$ cat config.mk
export PLATFORM = sky130hd
export DESIGN_NAME = xor_parity_rx
export DESIGN_NICKNAME = d
export VERILOG_FILES = /design/src/rtl/xor_parity_rx.sv
export SDC_FILE = /design/constraint.sdc
export NUM_CORES = 1
export LEC_CHECK = 0
export ABC_AREA = 1
export BUFFER_PORTS_ARGS = -buffer_cell sky130_fd_sc_hd__buf_2
export CAP_MARGIN = 20
export CORE_MARGIN = 2
export CORE_UTILIZATION = 40
export CTS_CLUSTER_SIZE = 25
export DETAILED_ROUTE_END_ITERATION = 12
export GPL_TIMING_DRIVEN = 1
export MAX_ROUTING_LAYER = met4
export SLEW_MARGIN = 20
export SYNTH_ARGS = -nofsm -noshare
export SYNTH_HDL_FRONTEND = slang
export SYNTH_SLANG_ARGS = --single-unit
$ cat constraint.sdc
create_clock -name clk -period 1.4 [get_ports clk]
set_input_delay 0.07 -clock clk [delete_from_list [all_inputs] [get_ports clk]]
set_output_delay 0.07 -clock clk [all_outputs]
set_load 0.03 [all_outputs]
$ cat src/rtl/xor_parity_rx.sv
`default_nettype none
// ============================================================================
// Module   : xor_parity_rx
// Brief    : Strobe-sampled serial frame receiver (start, DATA_W data bits
//            LSB first, XOR parity, stop) with parity and framing error flags.
// Revision : 1.0 - initial release
// ============================================================================
module xor_parity_rx #(
    parameter int DATA_W     = 8,
    parameter bit PARITY_ODD = 1'b0
) (
    input  logic              clk,
    input  logic              reset,
    input  logic              bit_en,
    input  logic              rx_i,
    output logic [DATA_W-1:0] data_o,
    output logic              valid_o,
    output logic              parity_err_o,
    output logic              frame_err_o,
    output logic              busy_o
);

    localparam int                 c_CNT_W    = $clog2(DATA_W + 1);
    localparam logic [c_CNT_W-1:0] c_LAST_BIT = c_CNT_W'(DATA_W - 1);
    localparam logic [c_CNT_W-1:0] c_ONE      = c_CNT_W'(1);

    typedef enum logic [2:0] {
        S_IDLE      = 3'd0,
        S_DATA      = 3'd1,
        S_PARITY    = 3'd2,
        S_STOP      = 3'd3,
        S_WAIT_HIGH = 3'd4
    } state_t;

    state_t               r_state;
    state_t               w_state_nxt;
    logic [c_CNT_W-1:0]   r_cnt;
    logic [c_CNT_W-1:0]   w_cnt_nxt;
    logic                 r_par;
    logic                 w_par_nxt;
    logic [DATA_W-1:0]    r_shift;
    logic [DATA_W-1:0]    w_shift_nxt;
    logic                 r_perr;
    logic                 w_perr_nxt;
    logic [DATA_W-1:0]    w_data_nxt;
    logic                 w_valid_nxt;
    logic                 w_perr_out_nxt;
    logic                 w_ferr_nxt;
    logic                 w_busy_nxt;

    always_ff @(posedge clk or posedge reset) begin
        if (reset) begin
            r_state      <= S_IDLE;
            r_cnt        <= '0;
            r_par        <= 1'b0;
            r_shift      <= '0;
            r_perr       <= 1'b0;
            data_o       <= '0;
            valid_o      <= 1'b0;
            parity_err_o <= 1'b0;
            frame_err_o  <= 1'b0;
            busy_o       <= 1'b0;
        end else begin
            r_state      <= w_state_nxt;
            r_cnt        <= w_cnt_nxt;
            r_par        <= w_par_nxt;
            r_shift      <= w_shift_nxt;
            r_perr       <= w_perr_nxt;
            data_o       <= w_data_nxt;
            valid_o      <= w_valid_nxt;
            parity_err_o <= w_perr_out_nxt;
            frame_err_o  <= w_ferr_nxt;
            busy_o       <= w_busy_nxt;
        end
    end

    always_comb begin
        w_state_nxt    = r_state;
        w_cnt_nxt      = r_cnt;
        w_par_nxt      = r_par;
        w_shift_nxt    = r_shift;
        w_perr_nxt     = r_perr;
        w_data_nxt     = data_o;
        w_valid_nxt    = 1'b0;
        w_perr_out_nxt = 1'b0;
        w_ferr_nxt     = 1'b0;

        if (bit_en) begin
            case (r_state)
                S_IDLE: begin
                    if (!rx_i) begin
                        w_state_nxt = S_DATA;
                        w_cnt_nxt   = '0;
                        w_par_nxt   = 1'b0;
                    end
                end
                S_DATA: begin
                    for (int i = 0; i < DATA_W; i++) begin
                        if (r_cnt == c_CNT_W'(i)) begin
                            w_shift_nxt[i] = rx_i;
                        end
                    end
                    w_par_nxt = r_par ^ rx_i;
                    w_cnt_nxt = r_cnt + c_ONE;
                    if (r_cnt == c_LAST_BIT) begin
                        w_state_nxt = S_PARITY;
                    end
                end
                S_PARITY: begin
                    w_perr_nxt  = r_par ^ rx_i ^ PARITY_ODD;
                    w_state_nxt = S_STOP;
                end
                S_STOP: begin
                    if (rx_i) begin
                        w_data_nxt     = r_shift;
                        w_valid_nxt    = 1'b1;
                        w_perr_out_nxt = r_perr;
                        w_state_nxt    = S_IDLE;
                    end else begin
                        // Bad stop: report it, keep the last good word, wait out the break
                        w_ferr_nxt  = 1'b1;
                        w_state_nxt = S_WAIT_HIGH;
                    end
                end
                S_WAIT_HIGH: begin
                    if (rx_i) begin
                        w_state_nxt = S_IDLE;
                    end
                end
                default: begin
                    w_state_nxt = S_IDLE;
                end
            endcase
        end

        w_busy_nxt = (w_state_nxt != S_IDLE);
    end

endmodule
`default_nettype wire

==> results.sh <==
export IMPL_outcome="completed"
export IMPL_critPathMaxStageDelay_ps=460
export IMPL_hold_violations=0
export IMPL_cp_cell_sequence="inv_2, nand3_4, nor2_4, buf_4, inv_1, o21ai_0"
export IMPL_core_um2=3280
export IMPL_synth_xor_area_share_pct=1.30
export IMPL_clk_pin_slew_ps=90
export IMPL_synth_area_leaders="dfrtp_1 54%, nand2_1 13%, nand3_1 5.2%"
export IMPL_cp_top_family="flip-flops"
export IMPL_path_max_fanout=7
export IMPL_clockBufferDepth=2
export IMPL_grt_max_degree=30
export IMPL_viasPerCell=4.63
export IMPL_wire_per_inst_um=10.4
export IMPL_ys_types=21
export IMPL_relSlewSlack_pct=76.3
export IMPL_drv_cap=0
export IMPL_synth_top_area_cell="dfrtp_1"
export IMPL_switching_share_pct=38.0
export IMPL_fin_total_pwr_mw=2.58
export IMPL_final_layout_size_suffix_gt1_share_pct=21.1
export IMPL_regArea_um2=726
export IMPL_dpl_hpwl_um=1720
export IMPL_cts_sinks=29
export IMPL_portBuffers=15
export IMPL_final_nets=187
export IMPL_comb_power_share_pct=34.0
export IMPL_synth_top_area_share_pct=54.0
export IMPL_routabilityCongestion=0.936
export IMPL_synthMuxAreaShare_pct=0
export IMPL_n_antenna_cell=0
export IMPL_cpMaxStageDelayCell="dfrtp_1"
export IMPL_grt_antenna_before_repair=0
export IMPL_yosys_warnings=0
export IMPL_final_util_pct=47.7
export IMPL_synth_compound_area_share_pct=7.91
export IMPL_cp_start_kind="flop"
export IMPL_grt_use_total_pct=15.4
export IMPL_fillers=334
export IMPL_pwr_share_clk_pct=18.4
export IMPL_leakage_nw=0.843
export IMPL_grt_ovfl_total=0
export IMPL_grt_pass1_vias=956
export IMPL_rsz0062_at_grt="no"
export IMPL_io_pins=16
export IMPL_max_freq_mhz=766
export IMPL_synthAdderAreaFrac_pct=3.72
export IMPL_setup_worst_path_end_class="flop"
export IMPL_crit_buf_inv=3
export IMPL_required_ps=1630
export IMPL_first_pass_iters=5
export IMPL_skew_ps=7.50
export IMPL_finalSetupViolations=0
export IMPL_drtIter0Drc=45
export IMPL_cts_max_level=2
export IMPL_multi_input_area_um2=522
export IMPL_maxSlewViolCount=0
export IMPL_internal_power_mw=1.60
export IMPL_powerDensity_nw_per_um2=1640
export IMPL_cts_root_buf="clkbuf_4"
export IMPL_synth_area_per_cell_um2=8.78
export IMPL_finalSetupTns_ps=0
export IMPL_cts_made_buffers=5
export IMPL_synth_seq_area_share_pct=54.0
export IMPL_cts_tree="done"
export IMPL_grt_pass1_wl_um=4120
export IMPL_clk_latency_ps=320
export IMPL_start_util_pct=40.9
export IMPL_vias=1046
export IMPL_switching_power_mw=0.980
export IMPL_criticalPathCategory="flop to flop"
export IMPL_syn_inst=153
export IMPL_fin_crit_sh_pct=93.3
export IMPL_synth_top_family_by_area="simple AND/OR/NAND/NOR gates"
export IMPL_fp_dieH_um=62.0
export IMPL_worst_pin_slew_ps=355
export IMPL_syn_area_um2=1340
export IMPL_wl_um=2340
export IMPL_rows=21
export IMPL_ir_drop_mv=0.821
export IMPL_cp_arrival_ps=1540
export IMPL_syn_nets=161
export IMPL_ys_seq_elements=29
export IMPL_die_w_um=62.0
export IMPL_holdCritPathClass="input pin to flop"
export IMPL_dieArea_um2=3840
export IMPL_drc=0
export IMPL_syn_to_final_growth_pct=16.7
export IMPL_synth_simple_area_share_pct=25.3
export IMPL_min_period_ps=1310
export IMPL_detail_route_antenna_nets=0
export IMPL_pwr_share_seq_pct=47.6
==> sequential cells by signal, indices dropped and copies added (netlist names) <==
register	cells
r_shift	8
r_state	3
valid_o	1
r_perr	1
data_o	8
frame_err_o	1
r_cnt	4
busy_o	1
r_par	1
parity_err_o	1
==> worst reg2reg max path, delay by kind of cell (launching register included) <==
kind | cells | cell delay, ps
compound gates | 1 | 160
flops | 1 | 460
simple gates | 2 | 300
buf+inv | 3 | 310
==> layout make-up <==
cell class	count	area share, %
multi-input cells	101	33.3
clock inverters	2	0.638
clock buffers	6	2.63
flip-flops and latches	29	46.3
inverters	19	4.71
repair buffers	23	8.78
well taps	46	3.67
==> stage by stage <==
stage | cell area [um2] | cells | worst slack [ps] | hold WS (ps)
3_3_place_gp | 1490 | 216 | 94.7 | 149
3_5_place_dp | 1490 | 216 | 57.9 | 156
6_report | 1570 | 226 | 94.5 | 84.7
4_1_cts | 1550 | 225 | 30.6 | 62.3
2_1_floorplan | 1340 | 153 | 233 | 148
5_1_grt | 1570 | 226 | 7.58 | 78.1
==> path summary, 6_finish.rpt <==
| kind | from | to | slack [ps] | cells past startpoint |
|---|---|---|---|---|
| max in group asynchronous | reset | r_shift[2] | 780 | 4 |
| worst max register to register | r_state[1] | r_par | 90 | 6 |
| min in group asynchronous | reset | data_o[6] | 350 | 4 |
| worst max-delay path | r_state[1] | r_par | 90 | 6 |
| worst min register to register | data_o[7] | data_o[7] | 480 | 2 |
| worst min-delay path | rx_i | r_shift[2] | 80 | 3 |
==> power groups by stage <==
| stage | combinational [mW] | sequential [mW] | clock (mW) |
|---|---|---|---|
| floorplan | 0.564 | 1.30 | 0 |
| CTS | 0.873 | 1.23 | 0.489 |
| finish | 0.876 | 1.23 | 0.475 |
| detailed placement | 0.864 | 1.25 | 0 |
| global route | 1.02 | 1.26 | 0.541 |
| global placement | 0.850 | 1.24 | 0 |
==> repair_timing <==
item	CTS	global route
endpoints found under the hold margin	29	0
gates resized for setup	0	2
endpoints found under the setup margin	0	8
buffers inserted	0	1
hold buffers	1	0
==> logic make-up after synthesis <==
kind of cell               count (synthesis)
and+or+nand+nor                           76
DFF                                       29
buffers and inverters                     23
AOI/OAI and AO/OA                         19
adders and majority gates                  4
xor gates and xnor gates                   2
==> cell usage after synthesis (all sizes together) <==
library cell	number
nand2	45
dfrtp	29
nor2	12
nand4	3
buf	4
o21ai	16
xor2	1
a21oi	3
inv	19
ha	4
xnor2	1
nand3	16
==> cells in the final DEF (no fill, tap or decap) <==
cell type and n:
o21ai_1 7, clkinv_2 2, o21ai_2 2, a21oi_1 2, dfrtp_1 29, inv_4 1, inv_1 17, clkbuf_1 1
nand3_4 2, nor2_4 1, nand4_1 3, a21oi_2 1, nor2_1 10, xnor2_1 1, buf_2 15, dlygate4sd3_1 1
ha_1 4, xor2_1 1, buf_4 7, o21ai_0 7, nand3_1 14, nand2_1 45, inv_2 1, clkbuf_4 5
nor2_2 1
==> per-layer routing <==
layer | part of all wire, % | track usage (%)
met5 | 0 | -
met2 | 46 | 22.9
met3 | 5.8 | 5.59
met4 | 0.81 | 5.47
met1 | 48 | 19.2
No activity file was read; power rests on OpenSTA's default activity.
